<file path="config.mk">
export PLATFORM = sky130hd
export DESIGN_NAME = instruction_fetch_flat
export DESIGN_NICKNAME = d
export VERILOG_FILES = /design/src/rtl/instruction_fetch_if.sv /design/src/rtl/instruction_fetch.sv /design/src/flat_wrapper.sv
export SDC_FILE = /design/constraint.sdc
export NUM_CORES = 1
export LEC_CHECK = 0
export CELL_PAD_IN_SITES_DETAIL_PLACEMENT = 2
export CELL_PAD_IN_SITES_GLOBAL_PLACEMENT = 2
export CORE_UTILIZATION = 25
export CTS_CLUSTER_SIZE = 10
export DETAILED_ROUTE_END_ITERATION = 7
export HOLD_SLACK_MARGIN = 0.02
export MAX_ROUTING_LAYER = met4
export PLACE_DENSITY_LB_ADDON = 0.1
export SYNTH_ARGS = -nofsm -noshare
export SYNTH_HDL_FRONTEND = slang
export SYNTH_SLANG_ARGS = --single-unit
</file>
<file path="constraint.sdc">
create_clock -name clk -period 2.2 [get_ports clk]
set_input_delay 0.44 -clock clk [delete_from_list [all_inputs] [get_ports clk]]
set_output_delay 0.44 -clock clk [all_outputs]
set_load 0.02 [all_outputs]
</file>
<file path="src/rtl/instruction_fetch_if.sv">
`default_nettype none
// ============================================================================
// Module      : instruction_fetch_if
// Description : Fetch-stage bus: instruction memory port, execute redirect,
//               and the decode hand-off.
// Revision    : 1.0 - initial release
// ============================================================================
interface instruction_fetch_if;
    logic [63:0] read_address;
    logic [31:0] instruction;
    logic        redirect_valid;
    logic [63:0] redirect_pc;
    logic        if_valid;
    logic [63:0] if_pc;
    logic [31:0] if_instruction;
    logic        id_ready;

    modport master (
        output read_address,
        output if_valid,
        output if_pc,
        output if_instruction,
        input  instruction,
        input  redirect_valid,
        input  redirect_pc,
        input  id_ready
    );

    modport slave (
        input  read_address,
        input  if_valid,
        input  if_pc,
        input  if_instruction,
        output instruction,
        output redirect_valid,
        output redirect_pc,
        output id_ready
    );
endinterface
`default_nettype wire

</file>
<file path="src/rtl/instruction_fetch.sv">
`default_nettype none
// ============================================================================
// Module      : instruction_fetch
// Description : RISC-V fetch stage; tracks one request in flight through a
//               registered-read memory and holds its output under back-pressure.
// Revision    : 1.0 - initial release
// ============================================================================
module instruction_fetch #(
    parameter logic [63:0] RESET_PC = 64'h0
) (
    input  wire logic           clk,
    input  wire logic           reset,
    instruction_fetch_if.master bus
);

    localparam logic [63:0] c_RESET_PC_ALIGNED = RESET_PC & ~64'h3;

    logic [63:0] pc_q, pc_d;
    logic        rsp_valid_q, rsp_valid_d;
    logic [63:0] rsp_pc_q, rsp_pc_d;
    logic        out_valid_q, out_valid_d;
    logic [63:0] out_pc_q, out_pc_d;
    logic [31:0] out_instr_q, out_instr_d;
    logic        accept;

    assign accept = !out_valid_q || bus.id_ready;

    // During a stall the in-flight address is re-presented so the registered
    // memory output keeps showing the response we still owe the output slot.
    always_comb begin
        if (accept || !rsp_valid_q) begin
            bus.read_address = {2'b00, pc_q[63:2]};
        end else begin
            bus.read_address = {2'b00, rsp_pc_q[63:2]};
        end
    end

    always_comb begin
        pc_d        = pc_q;
        rsp_valid_d = rsp_valid_q;
        rsp_pc_d    = rsp_pc_q;
        out_valid_d = out_valid_q;
        out_pc_d    = out_pc_q;
        out_instr_d = out_instr_q;
        if (bus.redirect_valid) begin
            pc_d        = {bus.redirect_pc[63:2], 2'b00};
            rsp_valid_d = 1'b0;
            out_valid_d = 1'b0;
        end else if (accept) begin
            out_valid_d = rsp_valid_q;
            out_pc_d    = rsp_pc_q;
            out_instr_d = bus.instruction;
            rsp_valid_d = 1'b1;
            rsp_pc_d    = pc_q;
            pc_d        = pc_q + 64'd4;
        end
    end

    always_ff @(posedge clk) begin
        if (reset) begin
            pc_q        <= c_RESET_PC_ALIGNED;
            rsp_valid_q <= 1'b0;
            rsp_pc_q    <= 64'h0;
            out_valid_q <= 1'b0;
            out_pc_q    <= 64'h0;
            out_instr_q <= 32'h0;
        end else begin
            pc_q        <= pc_d;
            rsp_valid_q <= rsp_valid_d;
            rsp_pc_q    <= rsp_pc_d;
            out_valid_q <= out_valid_d;
            out_pc_q    <= out_pc_d;
            out_instr_q <= out_instr_d;
        end
    end

    assign bus.if_valid       = out_valid_q;
    assign bus.if_pc          = out_pc_q;
    assign bus.if_instruction = out_instr_q;

endmodule
`default_nettype wire

</file>
<file path="src/flat_wrapper.sv">
// flat-port wrapper written by rule: the top's interface ports become plain ports
module instruction_fetch_flat 
#(
    parameter logic [63:0] RESET_PC = 64'h0
)
  (clk, reset, bus_read_address, bus_if_valid, bus_if_pc, bus_if_instruction, bus_instruction, bus_redirect_valid, bus_redirect_pc, bus_id_ready);
  instruction_fetch_if bus_i ();
  input  wire logic clk;
  input  wire logic reset;
  output wire logic [$bits(bus_i.read_address)-1:0] bus_read_address;
  output wire logic [$bits(bus_i.if_valid)-1:0] bus_if_valid;
  output wire logic [$bits(bus_i.if_pc)-1:0] bus_if_pc;
  output wire logic [$bits(bus_i.if_instruction)-1:0] bus_if_instruction;
  input wire logic [$bits(bus_i.instruction)-1:0] bus_instruction;
  input wire logic [$bits(bus_i.redirect_valid)-1:0] bus_redirect_valid;
  input wire logic [$bits(bus_i.redirect_pc)-1:0] bus_redirect_pc;
  input wire logic [$bits(bus_i.id_ready)-1:0] bus_id_ready;
  assign bus_read_address = bus_i.read_address;
  assign bus_if_valid = bus_i.if_valid;
  assign bus_if_pc = bus_i.if_pc;
  assign bus_if_instruction = bus_i.if_instruction;
  assign bus_i.instruction = bus_instruction;
  assign bus_i.redirect_valid = bus_redirect_valid;
  assign bus_i.redirect_pc = bus_redirect_pc;
  assign bus_i.id_ready = bus_id_ready;
  instruction_fetch #(.RESET_PC(RESET_PC)) u_core (.clk(clk), .reset(reset), .bus(bus_i));
endmodule
</file>
# Word level (Yosys, flattened, before mapping)

Index checks and enable logic that the tools add are counted.
W data, S select, Z words.

Register bits: 226
Bits in latches: 0
Memory bits (writable): 0
ROM bits: 0
Input bits: 100
Output and inout bits: 161
Logic and storage cells: 19
Memories: 0

$add $sub $neg: 1
Multiply operators: 0
Divide/modulo/power cells: 0
Magnitude comparators: 0
Equality and inequality tests: 0
Shift-type cells: 0
Muxes and demuxes: 3
Bitwise logic cells: 1
Reductions and logical operators: 7

Operator list:

| operator                | count |
|---|---|
| $mux W64                | 2 |
| $add A64 B3 Y64 const B | 1 |
| $mux W62                | 1 |
| $logic_not A1 Y1        | 2 |
| $logic_or A1 B1 Y1      | 2 |
| $reduce_and A2 Y1       | 1 |
| $reduce_bool A2 Y1      | 1 |
| $reduce_or A2 Y1        | 1 |
| $not A1 Y1              | 1 |

# Logic depth before layout (Yosys ltp)

Word-level depth: 4
Mapped depth: 8
Mapped depth without buffers: 5

# Worst setup path before layout

Ideal clock, no wire load.

Path kind: reg2reg
From: register u_core.pc_q[18]
To: register u_core.pc_q[49]
Library setup time: 112 ps
Arrival time: 2069 ps
Data required time: 2088 ps
Slack: 19 ps
Cell stages (with the launch flop): 8
Buffers on the path: 2
Path through: dfxtp_1 -> buf_2 -> and4_1 -> nand3_2 -> or4_1 -> buf_2 -> or3_1 -> a2111oi_1

Cells in the longest elaborated chain, start to end: 3

Ends and longest elaborated chain:

| what                   | line                    | text |
|---|---|---|
| start, declared        | instruction_fetch.sv:18 | `logic [63:0] pc_q, pc_d;` |
| start signal, assigned | instruction_fetch.sv:61 | `pc_q <= c_RESET_PC_ALIGNED;` |
| start signal, assigned | instruction_fetch.sv:68 | `pc_q <= pc_d;` |
| $add A64 B3 Y64        | instruction_fetch.sv:55 | `pc_d = pc_q + 64'd4;` |
| $mux W64               | instruction_fetch.sv:49 | `end else if (accept) begin` |
| $mux W64               | instruction_fetch.sv:45 | `if (bus.redirect_valid) begin` |

No other way between the ends. The select of a mux whose other input is x is not followed.
A chain may end at the register's enable or synchronous reset.

# Final worst setup path

From: input bus_id_ready
To: output bus_read_address[52]

Cells in the longest elaborated chain, start to end: 3

Ends and longest elaborated chain:

| what               | line                    | text |
|---|---|---|
| start, declared    | flat_wrapper.sv:17      | `input wire logic [$bits(bus_i.id_ready)-1:0] bus_id_ready;` |
| $logic_or A1 B1 Y1 | instruction_fetch.sv:26 | `assign accept = !out_valid_q \|\| bus.id_ready;` |
| $logic_or A1 B1 Y1 | instruction_fetch.sv:31 | `if (accept \|\| !rsp_valid_q) begin` |
| $mux W62           | instruction_fetch.sv:31 |  |
| end, declared      | flat_wrapper.sv:10      | `output wire logic [$bits(bus_i.read_address)-1:0] bus_read_address;` |

No other way between the ends.

==> reports/qor.yml <==
status:
  status: "complete, but fails checks"
  violations: "setup timing"
cts:
  cts.clk_slew.worst_paths_ns: 0.06
  cts_tree: "yes"
  cts_buffers: 29
  clockBufferDepth: 3
  numClockSinks: 220
  cts.htree.levels: 1
  clk-insertion-delay-late_ns: 0.56
  cts_root_buffer: "clkbuf_16"
layout:
  synthToLayoutAreaGrowth_pct: 50.6
  seq_area_um2: 4430
  fin_area_um2: 15500
  multiInputGateArea_um2: 5400
  drive_gt1_share_pct: 23.8
  nFillCells: 4489
  fin_nets: 1725
timing:
  fin_crit_sh_pct: 106
  period_needed_ns: 2.34
  setup_ws_ns: -0.136
  drv_slew: 0
  rsz0062_at_grt: "yes"
  finClkSkew_ns: 0.0134
  fin_hold_ws_ns: 0.304
  finalSetupTns_ns: -6.40
  setup_viol: 62
  fmax_ghz: 0.428
  finalHoldViolCount: 0
yosys:
  syn_inst: 1290
  synth_top_family_by_area: "simple AND/OR/NAND/NOR gates"
  synth_largest_area_cell: "dfxtp_1"
  synthesis.area_um2: 10300
  yosysUniqueCellTypes: 59
  synth_xor_area_share_pct: 2.13
  yosys-top-cells-count: "361 x nand2_1, 220 x dfxtp_1, 170 x a21oi_1, 76 x clkbuf_1, 62 x mux2_2"
  synthFlopType: "dfxtp_1"
  synth_edf_count: 0
  synthSimpleGateAreaFrac_pct: 26.5
  synth.most_common_cell: "nand2_1"
  synth.avg_cell_area_um2: 7.96
  synth_mux_area_share_pct: 7.10
  synth_fa_ha_area_share_pct: 0.122
  ys_ff_latch: 220
  synth-compound-area-share_pct: 15.1
  seq_area_frac_synth_pct: 42.9
  synthTopCellsByArea: "dfxtp_1 43%, nand2_1 13%, a21oi_1 8.3%"
  yosysWarnings: 0
  synth.top_cell.area_share_pct: 42.9
  asyncSetResetFlopFracSynth_pct: 0
die:
  die-area_um2: 41900
  die_h_um: 205
  die_x_um: 205
  num_rows: 73
  start_util_pct: 25.6
  core_area_um2: 40100
  ioPinCount: 261
routing:
  drt_iter0_markers: 308
  drt_pre_antenna_iters: 4
  drt.antenna.violating_nets: 0
  viasPerCell: 4.94
  vias: 10700
  routed_wl_um: 44300
  wire_per_inst_um: 20.4
  drcViolationCount: 0
global_route:
  grt_first_pass_wirelength_um: 68600
  grt_max_degree: 78
  grt_remaining_overflow: 0
  grtUsageTotal_pct: 21.6
  grt_pass1_vias: 11600
  antenna_found_initial: 1
power_and_ir_drop:
  pwr-share-clk_pct: 43.7
  power_density_nw_per_um2: 679
  pwr-share-comb_pct: 15.1
  peakVddDrop_uv: 463
  p_leak_nw: 5.77
  p_int_mw: 7.65
  p_seq_share_pct: 41.2
  p_sw_mw: 2.84
  p_sw_share_pct: 27.1
setup_path:
  startpoint: "bus_id_ready"
  path_delay_family: "buffers and inverters"
  crit_end: "bus_read_address[52]"
  critPathCaptureType: "primary output"
  rr_worst_depth: 7
  path_cells: "clkdlybuf4s50_1 > nor2b_4 > nand2_8 > buf_16 > mux2_4 > buf_12"
  cp_data_arrival_time_ns: 1.90
  worstReg2RegEnd: "u_core.pc_q[63]"
  cp_slowest_stage_delay_ns: 0.45
  rr_startpoint: "u_core.pc_q[29]"
  crit_slowest_cell: "clkdlybuf4s50_1"
  cp.required_ns: 1.76
  cp_num_buf_inv: 3
  start_kind: "input pin"
  worstPathMaxFanout: 7
  critPathKind: "input pin to primary output"
  cp.depth: 6
  reg2reg_slack_ns: 0.06
placement:
  portBuffers: 254
  dpl-instance-area_um2: 14300
  pre_cts_ws_ns: -0.505
  dp_hpwl_um: 32000
  gp_congestion: 0.800
worst_hold_path:
  min_path_type: "input pin to flop"
job:
  max_cap_viol_count: 0
timing repair:
action / in CTS / in global routing
gates resized for setup: 373 / 42
setup buffers: 6 / 0
hold buffers: 0 / 0
gates cloned: 3 / 0
setup endpoints to repair: 74 / 80
pin swaps: 2 / 8
flip-flops by register name, indices dropped and copies added, names as in the netlist:
register                   flops
u_core.rsp_pc_q               62
u_core.bus.if_pc              62
u_core.bus.if_valid            1
u_core.pc_q                   62
u_core.rsp_valid_q             1
u_core.bus.if_instruction     32
worst min path at each step:
| stage | start | to | slack [ns] | cells after the start |
|---|---|---|---|---|
| floorplan | u_core.rsp_pc_q[10] | u_core.bus.if_pc[10] | 0.44 | 2 |
| CTS | reset | u_core.bus.if_pc[53] | 0.26 | 2 |
| global placement | u_core.bus.if_instruction[24] | u_core.bus.if_instruction[24] | 0.44 | 2 |
| detailed placement | u_core.bus.if_instruction[31] | u_core.bus.if_instruction[31] | 0.45 | 2 |
| global route | reset | u_core.bus.if_pc[53] | 0.31 | 2 |
| finish | reset | u_core.rsp_pc_q[54] | 0.30 | 2 |
cell families (layout without fill, tap and decap cells):
kind of cell             count (synthesis)  after routing
XOR/XNOR                                25             25
buffers and inverters                  134            483
flip-flops                             220            220
AND/OR/NAND/NOR                        590            590
other                                    1              5
AO/OA/AOI/OAI                          254            254
multiplexers                            65             65
adder cells (fa/ha/maj)                  1              1
power by group through the flow:
stage | clock network, mW | logic [mW] | registers [mW]
global placement | 0 | 1.55 | 4.40
floorplan | 0 | 0.685 | 4.43
global route | 4.87 | 1.72 | 4.35
detailed placement | 0 | 1.57 | 4.40
finish | 4.58 | 1.59 | 4.32
CTS | 4.74 | 1.61 | 4.32
layer usage:
metal | routed length (um) | vias to the layer above | global-route usage, %
li1 | - | 5138 | -
met1 | 20400 | 5315 | 28.0
met2 | 20700 | 201 | 34.6
met3 | 2300 | 46 | 4.37
met4 | 791 | 0 | 4.42
met5 | 0 | - | -
cell type report:
class	instances	area share (%)
diodes	1	0.0162
clock buffers	44	5.71
clock inverters	5	0.162
inverters	23	0.559
multi-input cells	939	35.0
flip-flops and latches	220	28.7
well taps	525	4.25
repair buffers	411	25.7
metrics by stage:
step,std cells,utilization (%),power (mW)
2_1_floorplan,1293,-,5.12
3_5_place_dp,2114,35.7,5.98
3_3_place_gp,2114,35.7,5.94
4_1_cts,2171,38.5,10.7
5_1_grt,2168,38.5,10.9
6_report,2168,38.5,10.5
cell usage in the layout (no fill, tap or decap), types with 5 or more instances in the layout:
cell type,count
nand2_1,358
dfxtp_1,200
clkdlybuf4s50_1,189
a21oi_1,170
buf_4,137
nor2_1,56
mux2_2,56
buf_6,56
nand4_1,29
clkbuf_16,29
nand3_1,25
a211oi_1,24
inv_1,22
xnor2_1,20
nor4_1,18
dfxtp_2,18
nor3_1,17
buf_12,15
and3_1,12
a311oi_1,11
clkbuf_8,11
and4_1,10
buf_2,10
or3_1,9
a2111oi_0,9
or4_1,6
nor2b_1,6
mux2_4,6
nor4_2,5
xor2_1,5
and2_1,5
clkinv_2,5
clkbuf_1,5
Note: power is estimated with default switching activity, not from simulation.
==> variant 1 (same settings) <==
Make the reset (`reset`) asynchronous in one clocked block.
--- a/src/rtl/instruction_fetch.sv
+++ b/src/rtl/instruction_fetch.sv
@@ -56,7 +56,7 @@
         end
     end
 
-    always_ff @(posedge clk) begin
+    always_ff @(posedge clk or posedge reset) begin
         if (reset) begin
             pc_q        <= c_RESET_PC_ALIGNED;
             rsp_valid_q <= 1'b0;
Behaviour: differs if reset is asserted again (counterexample within 4 cycles, from zero or initial values and one cycle with reset high); with reset held inactive, the same outputs for 4 cycles.
==> variant 1 against the original RTL <==
- the run still ends with setup timing left
- wire length decreased by 12%
- register-to-register slack got worse by 340 ps
- setup slack got worse by 140 ps
- die area increased by 1.2%
- area after synthesis increased by 1.2%
- design area increased by 5.2%
- sequential cell count unchanged
- critical path type is now reg -> reg
- largest cell class is now sequential cells
- highest routed layer unchanged
Power is not compared: it rests on default switching activity, and its combinational part moved more than twofold at a synthesized area within 25%.
==> variant 1: results (changes against the original RTL) <==
DR vias 8666 (-19%); gpl congestion 0.737 (-7.9%); initial drt markers 243 (-21%); Post-synth top cells dfrtp_1, mux2_2, nand2_1; Seq/total area 33.9% (+5.2 points); worst reg2reg path endpoint u_core.pc_q[45]; Num CTS Buffers 28 (-3.4%); worst r2r src u_core.bus.if_valid; pre-CTS worst setup slack -892 ps (-387 ps); post-CTS setup repair buffer count 18 (+12); Post-synth ARST share 100% (+100 points); initial antenna violation count 3 (+2); WHS Endpoint u_core.pc_q[38]; #MultiIn Comb 596 (-37%); met3 wire length 1520 um (-34%); count of final setup violators 84 (+35%); met2 Track Usage GR 31.2% (-3.4 points); Setup TNS -14320 ps (-7930 ps); Synth cell types 47 (-20%); post-synthesis sequential area ratio 53.0% (+10 points); outcome complete, but fails checks; Filler Cell Count 4233 (-5.7%); CTS resizes 300 (-20%); vias in the first global route 9631 (-17%); ANT cells 4 (+3); Critical Path Fanout Max 4 (-3); dpl cell area 0.0146 sq mm (+1.7%); Setup Skew 11.7 ps (-1.72 ps); failing checks setup timing; layout cell share with drive strength beyond 1 41.6% (+18 points); largest net degree at the start of global routing 69 (-12%); first-pass GRT wire length 57700 um (-16%); delay-heaviest family, CP simple AND/OR/NAND/NOR gates; routed len/inst 21.4 um (+5.1%); non-clk buf share 26.0% (+0.32 points); WHS 348 ps (+43.5 ps); Final Net Count 1372 (-20%); Final WS setup -280 ps (-143 ps)
## variant 1: cell types whose count changed after synthesis, sizes merged, moves of 36 or more
cell	change
mux2	+157
clkbuf	-37
a21oi	-167
dfxtp	-220
dfrtp	+220
o21ai	+36
nand2	-298
## variant 1: kinds of logic after synthesis
family          count (synthesis)  share of synthesized area (%)
buf+inv                        63                           2.84
compound gates                 90                           5.20
simple gates                  252                           12.8
mux                           220                           23.8
fa+ha+maj                       1                          0.120
flops                         220                           53.0
other cells                     1                         0.0361
xor+xnor                       26                           2.19
## variant 1: worst max-delay path by stage
stage                                    from  depth (start not counted)                           end
after floorplan                         reset                          1  u_core.bus.if_instruction[0]
after global placement           bus_id_ready                          6               u_core.pc_q[51]
after detailed placement         bus_id_ready                          6               u_core.pc_q[51]
after CTS                 u_core.bus.if_valid                          5          bus_read_address[31]
after global routing      u_core.bus.if_valid                          7           bus_read_address[9]
final                     u_core.bus.if_valid                          7               u_core.pc_q[45]
==> variant 2 (same settings) <==
Made on the original files. `out_instr_q` no longer has a reset.
--- a/src/rtl/instruction_fetch.sv
+++ b/src/rtl/instruction_fetch.sv
@@ -63,15 +63,17 @@
             rsp_pc_q    <= 64'h0;
             out_valid_q <= 1'b0;
             out_pc_q    <= 64'h0;
-            out_instr_q <= 32'h0;
         end else begin
             pc_q        <= pc_d;
             rsp_valid_q <= rsp_valid_d;
             rsp_pc_q    <= rsp_pc_d;
             out_valid_q <= out_valid_d;
             out_pc_q    <= out_pc_d;
-            out_instr_q <= out_instr_d;
         end
+    end
+
+    always_ff @(posedge clk) begin
+        out_instr_q <= out_instr_d;
     end
 
     assign bus.if_valid       = out_valid_q;
Function: changed (Yosys sat finds a counterexample within 4 cycles, from zero or initial values and one cycle with reset high).
==> variant 2 against the original RTL <==
- the flow still finishes with violations (setup timing)
- total power is 0.54% lower
- setup slack worse by 42 ps
- wire length shrank 2.4%
- design area rose by 1.6%
- clock skew down 5.9 ps
- sequential power up 2%
- critical path depth stayed put
- sequential cell count unchanged
- register-to-register slack worse by 150 ps
- area after synthesis fell by 2.7%
==> variant 2: results (changes against the original RTL) <==
Setup Skew 7.54 ps (-5.91 ps); Synth Area in Compound Gates 13.1% (-2.0 points); WHS Path Cells 2 (unchanged); post-synthesis sequential area ratio 47.3% (+4.4 points); routed len/inst 20.6 um (+0.86%); Hold Crit Start reset; Final WS setup -178 ps (-42.0 ps); vias in the first global route 11161 (-3.7%); Synth area leaders dfxtp_1, nand2_1, edfxtp_1, mux2_2, a21oi_1; adder-cell area share of the yosys netlist 0.125% (+0.0034 points); worst r2r src u_core.pc_q[28]; first-pass GRT wire length 66700 um (-2.8%); Post-synth top cells nand2_1, dfxtp_1, a21oi_1; worst hold path class in -> reg; CP arrival 1940 ps (+40 ps); Post-synth EDFFs 32 (+32); WHS Endpoint u_core.rsp_pc_q[52]; DP Wirelength 31300 um (-2.3%); clock transition at the registers of the reported paths 60 ps (about the same); Setup TNS -7400 ps (-1010 ps); Synth cell types 55 (-6.8%); gpl congestion 0.788 (-1.6%); Final Net Count 1656 (-4.0%); initial antenna violation count 3 (+2); Max Root-Sink Buffers 3 (unchanged); count of final setup violators 65 (+4.8%); DR vias 10318 (-3.6%); yosys warns 0 (unchanged); failing checks setup timing; post-synthesis mux area share 7.39% (+0.30 points); total track usage 21.5% (-0.16 points); largest net degree at the start of global routing 52 (-33%); clock root buffer clkbuf_16; Primary FF master, synth dfxtp_1; outcome complete, but fails checks; Pleak 5.84 nW (+1.2%); Filler Cell Count 4291 (-4.4%); layout cell share with drive strength beyond 1 28.1% (+4.4 points); Post-synth ARST share 0% (unchanged); maximum VDD drop 0.500 mV (+8.0%); slack of the worst reg-to-reg path -90 ps (-150 ps); WHS 299 ps (-5.16 ps); worst reg2reg path endpoint u_core.pc_q[55]; FF-to-FF path depth 6 (-1); IO buf count 254 (unchanged); Num CTS Buffers 28 (-3.4%); Critical Path Fanout Max 9 (+2); worst-skew pair later-pin latency 560 ps (about the same); H-tree depth 1 (unchanged); initial drt markers 314 (+1.9%); Synth Area in XOR/XNOR 2.10% (-0.029 points); DRT Pass-1 Iters 4 (unchanged)
[variant 2: cell types whose count changed after synthesis, sizes merged, moves of 5 or more]
cell     delta
a2111oi     -9
a21oi      -31
clkbuf      -7
dfxtp      -32
edfxtp     +32
inv        -14
nand2      -62
nor4        -5
o31ai       +9
or4        +17
[variant 2: through the flow]
| stage | std cells | cell area (sq um) | setup WS, ps |
|---|---|---|---|
| final | 2097 | 15700 | -178 |
| after global routing | 2095 | 15700 | -227 |
| after CTS | 2084 | 15300 | -244 |
| after detailed placement | 2018 | 14200 | -612 |
| after global placement | 2018 | 14200 | -531 |
| after floorplan | 1184 | 10100 | -68.6 |
[variant 2: kinds of logic after synthesis]
kind of cell	Yosys count
AO/OA/AOI/OAI	219
XOR/XNOR	24
multiplexers	66
buffers and inverters	112
flip-flops	220
other	1
AND/OR/NAND/NOR	538
adder cells (fa/ha/maj)	1
[variant 2: layer usage]
metal | track usage [%] | wire length [um] | vias up | part of all wire, %
li1 | - | - | 4909 | -
met1 | 26.1 | 18900 | 5171 | 44
met2 | 36.4 | 21500 | 181 | 50
met5 | - | 0 | - | 0
met4 | 5.55 | 825 | 0 | 1.9
met3 | 3.92 | 1970 | 57 | 4.6
[variant 2: what timing repair did]
item	CTS	global route
cloned	4	0
setup endpoints to repair	85	88
hold buffers	0	0
pin swaps	14	23
gates resized for setup	335	83
buffers inserted	14	11
[variant 2: how the worst max path moves through the flow]
stage                         from              endpoint  depth (start not counted)
2_1_floorplan       u_core.pc_q[8]       u_core.pc_q[60]                          8
3_3_place_gp          bus_id_ready  bus_read_address[36]                          6
6_report       u_core.bus.if_valid   bus_read_address[6]                          6
5_1_grt        u_core.bus.if_valid  bus_read_address[11]                          6
4_1_cts        u_core.bus.if_valid  bus_read_address[25]                          5
3_5_place_dp          bus_id_ready  bus_read_address[21]                          6
[variant 2: worst max-delay path, cell delays in order, from the launching register on]
cell     delay, ps
dfxtp_2        330
nor2b_4        200
nand2_8        110
buf_4          170
buf_6          140
mux2_2         280
buf_2          160
[variant 2: layout make-up]
class                   count  area [sq um]  share of cell area (%)
inverters                   9          38.8                   0.247
diodes                      5          12.5                  0.0797
flip-flops and latches    220          4760                    30.3
well taps                 518           648                    4.13
clock inverters             4          45.0                   0.287
multi-input cells         852          5190                    33.1
repair buffers            444          4170                    26.5
clock buffers              45           836                    5.32
[variant 2: power breakdown]
part	internal (W)	switching, W	leakage (nW)	total [W]
Combinational	0.000730	0.000798	3.55	0.00153
Clock	0.00268	0.00181	0.432	0.00449
Sequential	0.00427	0.000148	1.86	0.00442
Total	0.00768	0.00275	5.84	0.0104
